`config.mk`:
```
export PLATFORM = sky130hd
export DESIGN_NAME = conv_window_gen_flat
export DESIGN_NICKNAME = d
export VERILOG_FILES = /design/src/rtl/conv_pkg.sv /design/src/rtl/conv_window_gen_if.sv /design/src/rtl/conv_line_buf.sv /design/src/rtl/conv_window_gen.sv /design/src/flat_wrapper.sv
export SDC_FILE = /design/constraint.sdc
export NUM_CORES = 1
export LEC_CHECK = 0
export ABC_CLOCK_PERIOD_IN_PS = 4550
export CAP_MARGIN = 10
export CORE_MARGIN = 3
export CORE_UTILIZATION = 56
export DETAILED_ROUTE_END_ITERATION = 8
export PLACE_DENSITY = 0.79
export SYNTH_ARGS = -nofsm -noshare
export SYNTH_HDL_FRONTEND = slang
export SYNTH_SLANG_ARGS = --single-unit
```
`constraint.sdc`:
```
create_clock -name clk -period 4.55 [get_ports clk]
set_input_delay 0.91 -clock clk [delete_from_list [all_inputs] [get_ports clk]]
set_output_delay 0.91 -clock clk [all_outputs]
set_load 0.02 [all_outputs]
```
`src/rtl/conv_pkg.sv`:
```
// Shared types and widths for the 3x3-kernel / 4x4-window convolution front end.
// A window column is four stacked pixels, with the oldest row in the low byte.
package conv_pkg;

  localparam int PIX_W   = 8;
  localparam int WIN_DIM = 4;
  localparam int WIN_PIX = WIN_DIM * WIN_DIM;
  localparam int WIN_W   = PIX_W * WIN_PIX;
  localparam int WGT_W   = 72;
  localparam int COL_W   = WIN_DIM * PIX_W;

  typedef enum logic {
    ST_IDLE = 1'b0,
    ST_RUN  = 1'b1
  } state_t;

  // Four columns (c0 = leftmost) -> row-major window, byte 4*i+j = row i, column j.
  function automatic logic [WIN_W-1:0] pack_window(
    input logic [COL_W-1:0] c0,
    input logic [COL_W-1:0] c1,
    input logic [COL_W-1:0] c2,
    input logic [COL_W-1:0] c3
  );
    logic [WIN_DIM-1:0][COL_W-1:0] cols;
    logic [WIN_W-1:0]              w;
    cols = {c3, c2, c1, c0};
    w    = '0;
    for (int i = 0; i < WIN_DIM; i++) begin
      for (int j = 0; j < WIN_DIM; j++) begin
        w[PIX_W*(WIN_DIM*i+j) +: PIX_W] = cols[j][PIX_W*i +: PIX_W];
      end
    end
    return w;
  endfunction

endpackage

```
`src/rtl/conv_window_gen_if.sv`:
```
// Pixel stream, weight load and window output bundle of conv_window_gen.
// Handshake: a pixel moves on a rising edge where pix_vld && pix_rdy; win_vld is a one-cycle pulse with no backpressure.
interface conv_window_gen_if #(
  parameter int IMG_W = 16,
  parameter int IMG_H = 16
);
  import conv_pkg::*;

  logic                     start;
  logic                     pix_vld;
  logic [PIX_W-1:0]         pix_data;
  logic                     pix_rdy;
  logic                     wgt_ld;
  logic [WGT_W-1:0]         wgt_i;
  logic [WGT_W-1:0]         wgt_o;
  logic                     win_vld;
  logic [WIN_W-1:0]         win_data;
  logic [$clog2(IMG_H)-1:0] win_row;
  logic [$clog2(IMG_W)-1:0] win_col;
  logic                     frame_done;

  modport slave (
    input  start, pix_vld, pix_data, wgt_ld, wgt_i,
    output pix_rdy, wgt_o, win_vld, win_data, win_row, win_col, frame_done
  );

  modport master (
    output start, pix_vld, pix_data, wgt_ld, wgt_i,
    input  pix_rdy, wgt_o, win_vld, win_data, win_row, win_col, frame_done
  );

endinterface

```
`src/rtl/conv_line_buf.sv`:
```
// One image row of byte storage. The read is combinational, so a same-cycle write at
// the same column lands after the old value has been read out.
module conv_line_buf
  import conv_pkg::*;
#(
  parameter int DEPTH = 16
) (
  input  logic                     clk,
  input  logic                     we_i,
  input  logic [$clog2(DEPTH)-1:0] addr_i,
  input  logic [PIX_W-1:0]         wdata_i,
  output logic [PIX_W-1:0]         rdata_o
);

  logic [PIX_W-1:0] mem_q [DEPTH];

  assign rdata_o = mem_q[addr_i];

  always_ff @(posedge clk) begin
    if (we_i) begin
      mem_q[addr_i] <= wdata_i;
    end
  end

endmodule

```
`src/rtl/conv_window_gen.sv`:
```
// Raster pixel stream -> stride-2 4x4 windows for a 2x2 output tile of a 3x3 convolution.
// Three line buffers supply rows r-3..r-1 above the incoming pixel.
module conv_window_gen
  import conv_pkg::*;
#(
  parameter int IMG_W = 16,
  parameter int IMG_H = 16
) (
  input  logic                    clk,
  input  logic                    rstn,
  conv_window_gen_if.slave        bus,
  output state_t                  state_o
);

  localparam int CW = $clog2(IMG_W);
  localparam int RW = $clog2(IMG_H);

  state_t                    state_q;
  logic [CW-1:0]             col_q;
  logic [RW-1:0]             row_q;
  logic [WGT_W-1:0]          wgt_q;
  logic                      win_vld_q;
  logic                      frame_done_q;
  logic [WIN_W-1:0]          win_data_q;
  logic [RW-1:0]             win_row_q;
  logic [CW-1:0]             win_col_q;
  logic [2:0][COL_W-1:0]     colhist_q;

  logic                      accept;
  logic                      last_pix;
  logic                      emit;
  logic [PIX_W-1:0]          lb0_rd, lb1_rd, lb2_rd;
  logic [COL_W-1:0]          new_col;
  logic [WIN_W-1:0]          win_data_d;
  logic [RW-1:0]             win_row_d;
  logic [CW-1:0]             win_col_d;

  assign accept   = (state_q == ST_RUN) && bus.pix_vld;
  assign last_pix = (row_q == RW'(IMG_H-1)) && (col_q == CW'(IMG_W-1));
  // Stride-2 origins: the window's bottom-right pixel sits on an odd row and odd column >= 3.
  assign emit     = (row_q >= RW'(3)) && row_q[0] && (col_q >= CW'(3)) && col_q[0];

  conv_line_buf #(.DEPTH(IMG_W)) u_lb0 (
    .clk(clk), .we_i(accept), .addr_i(col_q), .wdata_i(lb1_rd), .rdata_o(lb0_rd)
  );
  conv_line_buf #(.DEPTH(IMG_W)) u_lb1 (
    .clk(clk), .we_i(accept), .addr_i(col_q), .wdata_i(lb2_rd), .rdata_o(lb1_rd)
  );
  conv_line_buf #(.DEPTH(IMG_W)) u_lb2 (
    .clk(clk), .we_i(accept), .addr_i(col_q), .wdata_i(bus.pix_data), .rdata_o(lb2_rd)
  );

  // The fourth window column is the one arriving now, so only three are kept in flops.
  assign new_col    = {bus.pix_data, lb2_rd, lb1_rd, lb0_rd};
  assign win_data_d = pack_window(colhist_q[0], colhist_q[1], colhist_q[2], new_col);
  assign win_row_d  = (row_q >> 1) - RW'(1);
  assign win_col_d  = (col_q >> 1) - CW'(1);

  always_ff @(posedge clk or negedge rstn) begin
    if (!rstn) begin
      state_q      <= ST_IDLE;
      col_q        <= '0;
      row_q        <= '0;
      wgt_q        <= '0;
      win_vld_q    <= 1'b0;
      frame_done_q <= 1'b0;
      win_data_q   <= '0;
      win_row_q    <= '0;
      win_col_q    <= '0;
      colhist_q    <= '0;
    end else begin
      win_vld_q    <= 1'b0;
      frame_done_q <= 1'b0;
      if (state_q == ST_IDLE) begin
        if (bus.wgt_ld) begin
          wgt_q <= bus.wgt_i;
        end
        if (bus.start) begin
          state_q <= ST_RUN;
          col_q   <= '0;
          row_q   <= '0;
        end
      end else if (bus.pix_vld) begin
        colhist_q <= {new_col, colhist_q[2], colhist_q[1]};
        if (col_q == CW'(IMG_W-1)) begin
          col_q <= '0;
          row_q <= row_q + RW'(1);
        end else begin
          col_q <= col_q + CW'(1);
        end
        if (emit) begin
          win_vld_q  <= 1'b1;
          win_data_q <= win_data_d;
          win_row_q  <= win_row_d;
          win_col_q  <= win_col_d;
        end
        if (last_pix) begin
          frame_done_q <= 1'b1;
          state_q      <= ST_IDLE;
        end
      end
    end
  end

  assign bus.pix_rdy    = (state_q == ST_RUN);
  assign bus.wgt_o      = wgt_q;
  assign bus.win_vld    = win_vld_q;
  assign bus.win_data   = win_data_q;
  assign bus.win_row    = win_row_q;
  assign bus.win_col    = win_col_q;
  assign bus.frame_done = frame_done_q;
  assign state_o        = state_q;

endmodule

```
`src/flat_wrapper.sv`:
```
// flat-port wrapper written by rule: the top's interface ports become plain ports
module conv_window_gen_flat import conv_pkg::*;
#(
  parameter int IMG_W = 16,
  parameter int IMG_H = 16
)
  (clk, rstn, state_o, bus_start, bus_pix_vld, bus_pix_data, bus_wgt_ld, bus_wgt_i, bus_pix_rdy, bus_wgt_o, bus_win_vld, bus_win_data, bus_win_row, bus_win_col, bus_frame_done);
  conv_window_gen_if #(.IMG_W(IMG_W), .IMG_H(IMG_H)) bus_i ();
  input  logic clk;
  input  logic rstn;
  output state_t state_o;
  input wire logic [$bits(bus_i.start)-1:0] bus_start;
  input wire logic [$bits(bus_i.pix_vld)-1:0] bus_pix_vld;
  input wire logic [$bits(bus_i.pix_data)-1:0] bus_pix_data;
  input wire logic [$bits(bus_i.wgt_ld)-1:0] bus_wgt_ld;
  input wire logic [$bits(bus_i.wgt_i)-1:0] bus_wgt_i;
  output wire logic [$bits(bus_i.pix_rdy)-1:0] bus_pix_rdy;
  output wire logic [$bits(bus_i.wgt_o)-1:0] bus_wgt_o;
  output wire logic [$bits(bus_i.win_vld)-1:0] bus_win_vld;
  output wire logic [$bits(bus_i.win_data)-1:0] bus_win_data;
  output wire logic [$bits(bus_i.win_row)-1:0] bus_win_row;
  output wire logic [$bits(bus_i.win_col)-1:0] bus_win_col;
  output wire logic [$bits(bus_i.frame_done)-1:0] bus_frame_done;
  assign bus_i.start = bus_start;
  assign bus_i.pix_vld = bus_pix_vld;
  assign bus_i.pix_data = bus_pix_data;
  assign bus_i.wgt_ld = bus_wgt_ld;
  assign bus_i.wgt_i = bus_wgt_i;
  assign bus_pix_rdy = bus_i.pix_rdy;
  assign bus_wgt_o = bus_i.wgt_o;
  assign bus_win_vld = bus_i.win_vld;
  assign bus_win_data = bus_i.win_data;
  assign bus_win_row = bus_i.win_row;
  assign bus_win_col = bus_i.win_col;
  assign bus_frame_done = bus_i.frame_done;
  conv_window_gen #(.IMG_W(IMG_W), .IMG_H(IMG_H)) u_core (.clk(clk), .rstn(rstn), .bus(bus_i), .state_o(state_o));
endmodule
```
==> results.py, run 1 <==
metrics = {
    "routing": {
        "vias": 16400,
        "drc": 0,
        "routedWlPerCell_um": 23.1,
        "avgViaCountPerCell": 5.77,
        "drt_iter0_drc": 1565,
        "drt-pass1-iter-count": 7,
        "drt-total-wl_um": 65700,
        "drtAntennaViolNets": 0,
    },
    "worst_setup_path": {
        "r2r_slack_ns": 1.21,
        "regToRegStartpoint": "u_core.col_q[3]$_DFFE_PN0P_",
        "setup.worst_path.start_class": "flip-flop",
        "r2r_cells": 5,
        "critPathMaxStageDelay_ns": 1.04,
        "cp.required_ns": 4.75,
        "critPathArrivalTime_ns": 3.54,
        "worstPathCellList": "buf_4 > mux4_2 > mux2_2 > nor2_1 > a21oi_1",
        "end_kind": "flip-flop",
        "crit_type": "reg -> reg",
        "rr_endpoint": "u_core.u_lb0.mem_q[0][6]$_DFFE_PP_",
        "cp_max_fo": 62,
        "critPathSlowestCell": "dfrtp_4",
    },
    "timing": {
        "rsz0062_at_grt": "false",
        "period_share_pct": 73.4,
        "clock_skew_ns": 0.0220,
        "period_minus_slack_ns": 3.34,
        "worst_slew_pin_slew_ns": 1.26,
        "fin_tns_setup_ns": 0,
        "fin_ws_ns": 1.21,
        "setup_violations": 0,
        "final_hold_viol_count": 0,
        "slew_headroom_pct": 15.8,
        "fmax_mhz": 299,
        "drv_slew": 0,
    },
    "layout": {
        "drive_gt1_share_pct": 14.8,
        "diodes": 0,
        "final_nets": 2270,
        "syn_to_final_growth_pct": 22.1,
    },
    "grt": {
        "track_usage_pct": 26.2,
        "antenna_found_initial": 0,
        "grt_pass1_vias": 16800,
        "grt_max_degree": 114,
        "grt_remaining_overflow": 0,
        "grt_pass1_wl_um": 100000,
    },
    "synthesis": {
        "async_flop_share_pct": 45.1,
        "synth-seq-cells": 699,
        "syn_inst": 1866,
        "synth_area_leaders": "edfxtp_1 43%, dfrtp_1 29%, nand2_1 8.8%",
        "synth_edf_count": 384,
        "synth_top_area_share_pct": 43.0,
        "synth-main-ff-cell": "edfxtp_1",
        "yosysMostFrequentCell": "nand2_1",
        "ys_top_cells_by_count": "626 x nand2_1, 384 x edfxtp_1, 315 x dfrtp_1",
        "synth.yosys.seq_area_share_pct": 72.5,
        "synth_cell_types": 39,
        "syn_area_mm2": 0.0268,
        "synth_area_per_cell_um2": 14.4,
        "yosysWarnings": 0,
        "synth_nets": 1960,
        "synth_top_area_cell": "edfxtp_1",
    },
    "clocking": {
        "htree_levels": 3,
        "clk_latency_ns": 0.60,
        "cts_made_buffers": 69,
        "cts_tree": "done",
        "cts_buffer_depth": 3,
        "cts_root_buf": "clkbuf_16",
        "cts.reportedPaths.clkPinSlew_ns": 0.06,
        "hold_buffers": 0,
        "post-cts-setup-buffers": 0,
        "cts_sinks": 699,
        "ctsResizeCount": 0,
    },
    "floorplanning": {
        "die_area_mm2": 0.0505,
        "placementRows": 79,
        "die_x_um": 225,
        "ios": 297,
        "initial_core_util_pct": 57.2,
        "fp.dieH_um": 225,
        "core_mm2": 0.0469,
    },
    "job": {
        "max_cap_violations": 0,
    },
    "power_and_ir_drop": {
        "leakagePower_nw": 13.0,
        "ir_drop_mv": 0.340,
        "p_per_area_mw_per_mm2": 545,
    },
    "placement": {
        "place.gp.congestion": 0.814,
        "io_buffers": 296,
        "post-place-ws_ns": 1.13,
        "hpwl_um": 40600,
    },
    "outcome": {
        "status": "completed",
    },
    "worst_hold_path": {
        "min_path_type": "in -> async",
    },
}
==> per-layer routing <==
| layer | part of all wire (%) | up-vias | track usage, % |
|---|---|---|---|
| met5 | 0 | - | 0.474 |
| met2 | 51 | 723 | 44.9 |
| met3 | 7.8 | 140 | 5.16 |
| met1 | 38 | 8331 | 33.0 |
| li1 | - | 7185 | - |
| met4 | 3.8 | 0 | 11.2 |
==> final cells by class <==
type	count	area, um^2
inverters	7	28.8
repair buffers	342	3380
fillers	3013	14100
clock inverters	29	253
flip-flops and latches	699	19400
clock buffers	98	1980
well taps	607	759
multi-input cells	1057	6900
==> cell families after synthesis <==
family,Yosys count,synth area share [%]
XOR/XNOR,3,0.0981
AO/OA/AOI/OAI,122,2.96
buffers and inverters,110,2.13
AND/OR/NAND/NOR,714,10.3
multiplexers,209,11.6
adder cells (fa/ha/maj),9,0.420
flip-flops,699,72.5
==> where the power goes <==
group,total [mW],internal [mW],switching (mW)
combinational,3.74,1.51,2.23
clock,5.60,3.28,2.33
sequential,8.50,7.88,0.615
==> how the worst max path moves through the flow <==
stage | end | cells past startpoint | slack (ns) | startpoint
2_1_floorplan | u_core.u_lb0.mem_q[0][0]$_DFFE_PP_ | 5 | 0.80 | bus_pix_vld
3_3_place_gp | u_core.bus.win_col[3]$_DFFE_PN0P_ | 7 | 1.25 | bus_pix_vld
3_5_place_dp | u_core.bus.win_data[25]$_DFFE_PN0P_ | 7 | 1.13 | bus_pix_vld
4_1_cts | u_core.u_lb0.mem_q[14][7]$_DFFE_PP_ | 5 | 1.20 | u_core.col_q[2]$_DFFE_PN0P_
5_1_grt | u_core.u_lb0.mem_q[2][7]$_DFFE_PP_ | 5 | 1.00 | u_core.col_q[2]$_DFFE_PN0P_
6_report | u_core.u_lb0.mem_q[0][6]$_DFFE_PP_ | 5 | 1.21 | u_core.col_q[3]$_DFFE_PN0P_
==> metrics by stage <==
| stage | total power, mW | std cells | cell area, um^2 | hold slack, ns | util (%) |
|---|---|---|---|---|---|
| finish | 17.8 | 2839 | 32700 | 0.330 | 69.8 |
| floorplan | 10.7 | 1866 | 26800 | 0.439 | - |
| global placement | 12.1 | 2712 | 30500 | 0.449 | 65.1 |
| global route | 18.6 | 2839 | 32700 | 0.415 | 69.8 |
| CTS | 17.9 | 2839 | 32700 | 0.381 | 69.8 |
| detailed placement | 12.3 | 2712 | 30500 | 0.454 | 65.1 |
==> placed cells by master (no fill, tap or decap), types with 3 or more instances in the layout <==
cell	n
a211oi_1	8
a21oi_1	33
a221oi_1	9
a22oi_1	8
a32oi_1	8
and2_0	7
and2_1	10
buf_12	5
buf_4	41
bufinv_16	4
clkbuf_1	19
clkbuf_16	73
clkbuf_8	6
clkdlybuf4s50_1	295
clkinv_1	12
clkinv_2	9
dfrtp_1	313
edfxtp_1	384
ha_1	9
inv_1	4
inv_6	5
mux2_2	88
mux2i_1	49
mux4_2	72
nand2_1	626
nand3_1	3
nor2_1	38
nor2_2	6
nor2_4	6
nor2b_1	3
nor3_1	3
nor3_2	4
o211ai_1	16
o21ai_0	33
xnor2_1	3
==> state kept, by name, indices dropped and copies added (netlist names) <==
| name | cells |
|---|---|
| u_core.bus.win_data | 128 |
| u_core.u_lb0.mem_q | 128 |
| u_core.u_lb1.mem_q | 128 |
| u_core.u_lb2.mem_q | 128 |
| u_core.colhist_q | 96 |
| u_core.bus.wgt_o | 72 |
| u_core.bus.win_col | 4 |
| u_core.bus.win_row | 4 |
| u_core.col_q | 4 |
| u_core.row_q | 4 |
| u_core.bus.frame_done | 1 |
| u_core.bus.pix_rdy | 1 |
| u_core.bus.win_vld | 1 |
==> worst max-delay path: cells and delay by family (launching register included) <==
family,cells,cell delay (ns)
flip-flops,1,1.04
AO/OA/AOI/OAI,1,0.97
buffers and inverters,1,0.43
multiplexers,2,0.41
AND/OR/NAND/NOR,1,0.04
Power figures use the tool's default switching activity.
==> inputs of run 2 (changes only) <==
- ABC_CLOCK_PERIOD_IN_PS: 4550 -> 3050
- CORE_UTILIZATION: 56 -> 51
- PLACE_DENSITY: 0.79 -> 0.76
- clock period: 4.55 -> 3.05 ns (I/O delays scaled with it)
==> run 2 against run 1 <==
Compared with the run above: combinational power rose by 68%; fmax grew 22%; sequential share of layout area fell by 0.91 points; die area grew 9.5%; worst setup slack got worse by 0.89 ns; non-clock buffer count grew 37; core utilization shrank 5.5 points; critical path type unchanged; count of clock-buffer cells in the layout is 1 higher; hold slack improved by 0.13 ns; clock skew increased by 0.0061 ns; cell count is 3.7% higher; clock power is 43% higher.
==> results.py, run 2 (synthesis gave the netlist of run 1 again) <==
metrics = {
    "outcome": {
        "status": "completed",
    },
    "worst_setup_path": {
        "r2r_cells": 5,
        "startpoint": "u_core.col_q[2]$_DFFE_PN0P_",
        "crit_end": "u_core.u_lb0.mem_q[13][4]$_DFFE_PP_",
        "rr_endpoint": "u_core.u_lb0.mem_q[13][4]$_DFFE_PP_",
        "end_kind": "flip-flop",
        "regToRegStartpoint": "u_core.col_q[2]$_DFFE_PN0P_",
        "crit_type": "reg -> reg",
        "cp.required_ns": 3.24,
        "setup.worst_path.start_class": "flip-flop",
        "r2r_slack_ns": 0.32,
        "critPathArrivalTime_ns": 2.92,
        "cp_max_fo": 19,
    },
    "grt": {
        "grt_pass1_wl_um": 100000,
        "grt_pass1_vias": 16700,
        "grt_remaining_overflow": 0,
        "antenna_found_initial": 0,
        "track_usage_pct": 23.3,
        "grt_max_degree": 115,
    },
    "power_and_ir_drop": {
        "leakagePower_nw": 13.2,
        "p_total_mw": 26.7,
        "p_per_area_mw_per_mm2": 804,
        "ir_drop_mv": 0.406,
    },
    "clocking": {
        "htree_levels": 3,
        "cts_tree": "done",
        "post-cts-setup-buffers": 0,
        "cts_sinks": 699,
        "ctsResizeCount": 0,
        "cts_made_buffers": 70,
        "clk_latency_ns": 0.59,
        "cts_root_buf": "clkbuf_16",
        "hold_buffers": 1,
        "cts.reportedPaths.clkPinSlew_ns": 0.06,
        "cts_buffer_depth": 3,
    },
    "floorplanning": {
        "ios": 297,
        "die_x_um": 235,
        "core_mm2": 0.0516,
        "fp.dieH_um": 235,
        "die_area_mm2": 0.0553,
        "initial_core_util_pct": 51.9,
        "placementRows": 83,
    },
    "placement": {
        "place.gp.congestion": 0.810,
        "placed_cells": 2812,
        "io_buffers": 296,
        "hpwl_um": 40600,
        "postPlaceCellArea_mm2": 0.0310,
    },
    "job": {
        "max_cap_violations": 0,
    },
    "worst_hold_path": {
        "min_path_type": "reg -> reg",
    },
    "routing": {
        "drtAntennaViolNets": 0,
        "drt-pass1-iter-count": 5,
        "routedWlPerCell_um": 21.9,
        "vias": 16400,
        "drt_iter0_drc": 1725,
        "drc": 0,
        "avgViaCountPerCell": 5.58,
        "drt-total-wl_um": 64400,
    },
    "timing": {
        "clock_skew_ns": 0.0281,
        "fmax_mhz": 366,
        "fin_tns_setup_ns": 0,
        "period_share_pct": 89.5,
        "drv_slew": 0,
        "setup_violations": 0,
        "slew_headroom_pct": 15.4,
        "worst_slew_pin_slew_ns": 1.27,
        "rsz0062_at_grt": "false",
        "period_minus_slack_ns": 2.73,
        "final_hold_viol_count": 0,
    },
    "layout": {
        "diodes": 0,
        "drive_gt1_share_pct": 16.0,
        "final_nets": 2308,
        "finalInstanceArea_mm2": 0.0332,
        "syn_to_final_growth_pct": 24.0,
        "num-fill-cells": 3539,
        "utilization_pct": 64.4,
        "layout_commonest_cell": "nand2_1",
        "stdcell_count": 2943,
        "mostFrequentLayoutCells": "626 x nand2_1, 384 x edfxtp_1, 313 x dfrtp_1",
    },
}
[run 2: cell types whose count changed in the layout (fill, tap and decap cells not counted), moves of 2 or more]
cell | before | now
buf_12 | 5 | 26
buf_4 | 41 | 55
nor2_2 | 6 | 13
nor2_4 | 6 | 0
inv_6 | 5 | 1
clkinv_1 | 12 | 9
bufinv_16 | 4 | 2
clkbuf_1 | 19 | 21
[run 2: worst min-delay path by stage]
stage                                                 from                              endpoint  cells after the start
after global placement     u_core.colhist_q[0]$_DFFE_PN0P_    u_core.bus.win_data[0]$_DFFE_PN0P_                      2
after CTS                 u_core.colhist_q[31]$_DFFE_PN0P_  u_core.bus.win_data[103]$_DFFE_PN0P_                      2
after global routing      u_core.colhist_q[21]$_DFFE_PN0P_   u_core.bus.win_data[69]$_DFFE_PN0P_                      2
after detailed placement  u_core.colhist_q[31]$_DFFE_PN0P_  u_core.bus.win_data[103]$_DFFE_PN0P_                      2
after floorplan                                       rstn       u_core.bus.frame_done$_DFF_PN0_                      0
final                     u_core.colhist_q[25]$_DFFE_PN0P_   u_core.bus.win_data[97]$_DFFE_PN0P_                      2
[run 2: final cells by class]
| type | count | area, um^2 | area share [%] |
|---|---|---|---|
| clock inverter | 22 | 161 | 0.486 |
| sequential | 699 | 19400 | 58.5 |
| tap | 680 | 851 | 2.56 |
| timing repair buffer | 379 | 3930 | 11.8 |
| clock buffer | 99 | 1960 | 5.91 |
| multi-input combinational | 1057 | 6870 | 20.7 |
| inverter | 7 | 28.8 | 0.0866 |
[run 2: where the power goes]
group,leakage [nW],switching (mW),total (mW),internal (mW)
clock,1.04,3.36,8.01,4.64
combinational,4.56,3.64,6.28,2.64
sequential,7.59,0.655,12.4,11.8
total,13.2,7.66,26.7,19.0
[run 2: through the flow]
| stage | setup WS (ns) | hold WS [ns] |
|---|---|---|
| floorplan | 0.229 | 0.314 |
| global placement | 0.125 | 0.449 |
| detailed placement | 0.213 | 0.454 |
| CTS | 0.157 | 0.468 |
| global route | 0.214 | 0.488 |
| finish | 0.319 | 0.463 |
[run 2: per-layer routing]
metal  share of wire (%)  GRT usage [%]  vias to the layer above
met5                   0              0                        -
met4                 2.8           8.57                        0
met3                 7.7           4.10                      117
met2                  50           38.7                      718
met1                  40           31.2                     8313
li1                    -              -                     7274
[run 2: worst max-delay path, cell delays in order (launching register included)]
cell,delay [ns]
dfrtp_4,0.55
buf_12,0.20
mux4_2,0.33
nand2_1,0.05
and2_1,0.21
a21oi_1,0.99
==> inputs of run 3 (changes only) <==
- ABC_CLOCK_PERIOD_IN_PS: 3050 -> 2400
- clock period: 3.05 -> 2.4 ns (I/O delays scaled with it)
==> run 3 against run 2 <==
Compared with the run above: via count is 0.97% higher; die area unchanged; register-to-register slack lost 0.25 ns; critical path depth grew 3; non-clock buffer count increased by 39; combinational power up 37%; global-route usage increased by 0.49 points; core utilization rose by 1.1 points; wire length is 2.8% higher; critical endpoint is now u_core.bus.win_data[92]$_DFFE_PN0P_; highest routed layer unchanged.
==> results.py, run 3 (synthesis gave the netlist of run 1 again) <==
metrics = {
    "clocking": {
        "cts_tree": "done",
        "cts_sinks": 699,
        "cts_root_buf": "clkbuf_16",
        "htree_levels": 3,
        "cts.reportedPaths.clkPinSlew_ns": 0.06,
        "cts_made_buffers": 70,
        "post-cts-setup-buffers": 0,
        "clk_latency_ns": 0.59,
        "cts_buffer_depth": 3,
    },
    "power_and_ir_drop": {
        "power_switching_mw": 10.1,
        "sw_frac_of_total_pct": 29.0,
        "ir_drop_mv": 0.553,
        "p_total_mw": 34.7,
        "power.internal_mw": 24.6,
        "power_frac_comb_pct": 24.8,
        "power.share.clock_pct": 29.8,
        "power_frac_seq_pct": 45.5,
        "p_per_area_mw_per_mm2": 1030,
        "leakagePower_nw": 13.5,
    },
    "floorplanning": {
        "ios": 297,
        "fp.dieH_um": 235,
        "core_mm2": 0.0516,
        "die_x_um": 235,
        "die_area_mm2": 0.0553,
        "placementRows": 83,
        "initial_core_util_pct": 51.9,
    },
    "worst_hold_path": {
        "min_path_type": "in -> async",
    },
    "layout": {
        "drive_gt1_share_pct": 18.2,
        "stdcell_count": 2985,
        "diodes": 0,
        "finalInstanceArea_mm2": 0.0338,
        "final_nets": 2347,
        "utilization_pct": 65.4,
        "layout_commonest_cell": "nand2_1",
        "mostFrequentLayoutCells": "626 x nand2_1, 384 x edfxtp_1, 312 x dfrtp_1",
        "syn_to_final_growth_pct": 26.1,
    },
    "placement": {
        "place.gp.congestion": 0.801,
        "io_buffers": 296,
        "hpwl_um": 42600,
        "placed_cells": 2862,
        "postPlaceCellArea_mm2": 0.0315,
    },
    "timing": {
        "fmax_mhz": 430,
        "final_hold_viol_count": 0,
        "period_share_pct": 96.9,
        "setup_violations": 0,
        "slew_headroom_pct": 36.7,
        "holdWs_ns": 0.414,
        "period_minus_slack_ns": 2.33,
        "rsz0062_at_grt": "false",
        "clock_skew_ns": 0.0158,
        "worst_slew_pin_slew_ns": 0.949,
        "drv_slew": 0,
    },
    "worst_setup_path": {
        "cp_max_fo": 55,
        "cp.required_ns": 2.90,
        "crit_type": "reg -> reg",
        "critPathArrivalTime_ns": 2.83,
        "setup.worst_path.start_class": "flip-flop",
        "end_kind": "flip-flop",
    },
    "job": {
        "max_cap_violations": 0,
    },
    "routing": {
        "avgViaCountPerCell": 5.55,
        "drc": 0,
        "drt_iter0_drc": 1416,
        "drt-total-wl_um": 66200,
        "drt-pass1-iter-count": 7,
        "routedWlPerCell_um": 22.2,
        "drtAntennaViolNets": 0,
        "vias": 16600,
    },
    "grt": {
        "grt_remaining_overflow": 0,
        "track_usage_pct": 23.8,
        "grt_max_degree": 106,
        "grt_pass1_wl_um": 102000,
        "grt_pass1_vias": 16800,
        "antenna_found_initial": 0,
    },
    "outcome": {
        "status": "completed",
    },
}
[run 3: changes by cell type in the layout (fill, tap and decap cells not counted), moves of 5 or more]
cell / before / now
nor2_2: 13 / 8
a21oi_1: 32 / 23
buf_12: 26 / 35
a21oi_2: 1 / 9
buf_4: 55 / 83
clkbuf_8: 6 / 11
[run 3: path summary, 6_finish.rpt]
kind | startpoint | endpoint | slack, ns | cells past startpoint
max | u_core.col_q[1]$_DFFE_PN0P_ | u_core.bus.win_data[92]$_DFFE_PN0P_ | 0.07 | 8
min | rstn | u_core.bus.wgt_o[58]$_DFFE_PN0P_ | 0.41 | 2
max reg2reg | u_core.col_q[1]$_DFFE_PN0P_ | u_core.bus.win_data[92]$_DFFE_PN0P_ | 0.07 | 8
min reg2reg | u_core.colhist_q[1]$_DFFE_PN0P_ | u_core.bus.win_data[1]$_DFFE_PN0P_ | 0.47 | 2
max in group asynchronous | rstn | u_core.bus.win_data[96]$_DFFE_PN0P_ | 1.19 | 3
min in group clk | u_core.colhist_q[1]$_DFFE_PN0P_ | u_core.bus.win_data[1]$_DFFE_PN0P_ | 0.47 | 2
[run 3: per-layer routing]
metal  vias to the layer above  GRT usage, %  part of all wire [%]
li1                       7365             -                     -
met1                      8367          31.7                    40
met2                       723          39.4                    49
met3                       126          4.81                   8.3
met4                         0          8.37                   2.9
met5                         -             0                     0
[run 3: repair_timing]
item                                    in CTS  in global routing
pin swaps                                    0                  0
resized for setup                           10                  5
endpoints found under the hold margin       43                  0
hold buffers                                 1                  0
endpoints found under the setup margin     333                 75
[run 3: area by class of cell]
type / count / area, um^2
inverters: 7 / 28.8
repair buffers: 418 / 4340
multi-input cells: 1057 / 6960
clock inverters: 19 / 91.3
clock buffers: 105 / 2090
well taps: 680 / 851
flip-flops and latches: 699 / 19400
fillers: 3528 / 17800
[run 3: power groups by stage]
stage | logic (mW) | clock network (mW) | registers, mW
2_1_floorplan | 4.52 | 0 | 15.9
3_3_place_gp | 8.23 | 0 | 15.9
3_5_place_dp | 8.49 | 0 | 16.0
4_1_cts | 8.59 | 10.5 | 15.8
5_1_grt | 9.21 | 11.0 | 15.9
6_report | 8.59 | 10.3 | 15.8
[run 3: worst max-delay path, stage by stage (launching register included)]
cell     delay, ns
dfrtp_1       0.43
buf_12        0.23
ha_1          0.26
nor3_1        0.08
or4_4         0.55
inv_4         0.18
buf_12        0.26
nor2_1        0.07
a21oi_1       0.15
[run 3: per-stage QoR]
step           setup slack, ns  setup TNS, ns
2_1_floorplan          -0.0931          -8.94
3_3_place_gp            -0.183         -16.96
3_5_place_dp            -0.312         -42.69
4_1_cts                 0.0411              0
5_1_grt               0.000163              0
6_report                0.0734              0
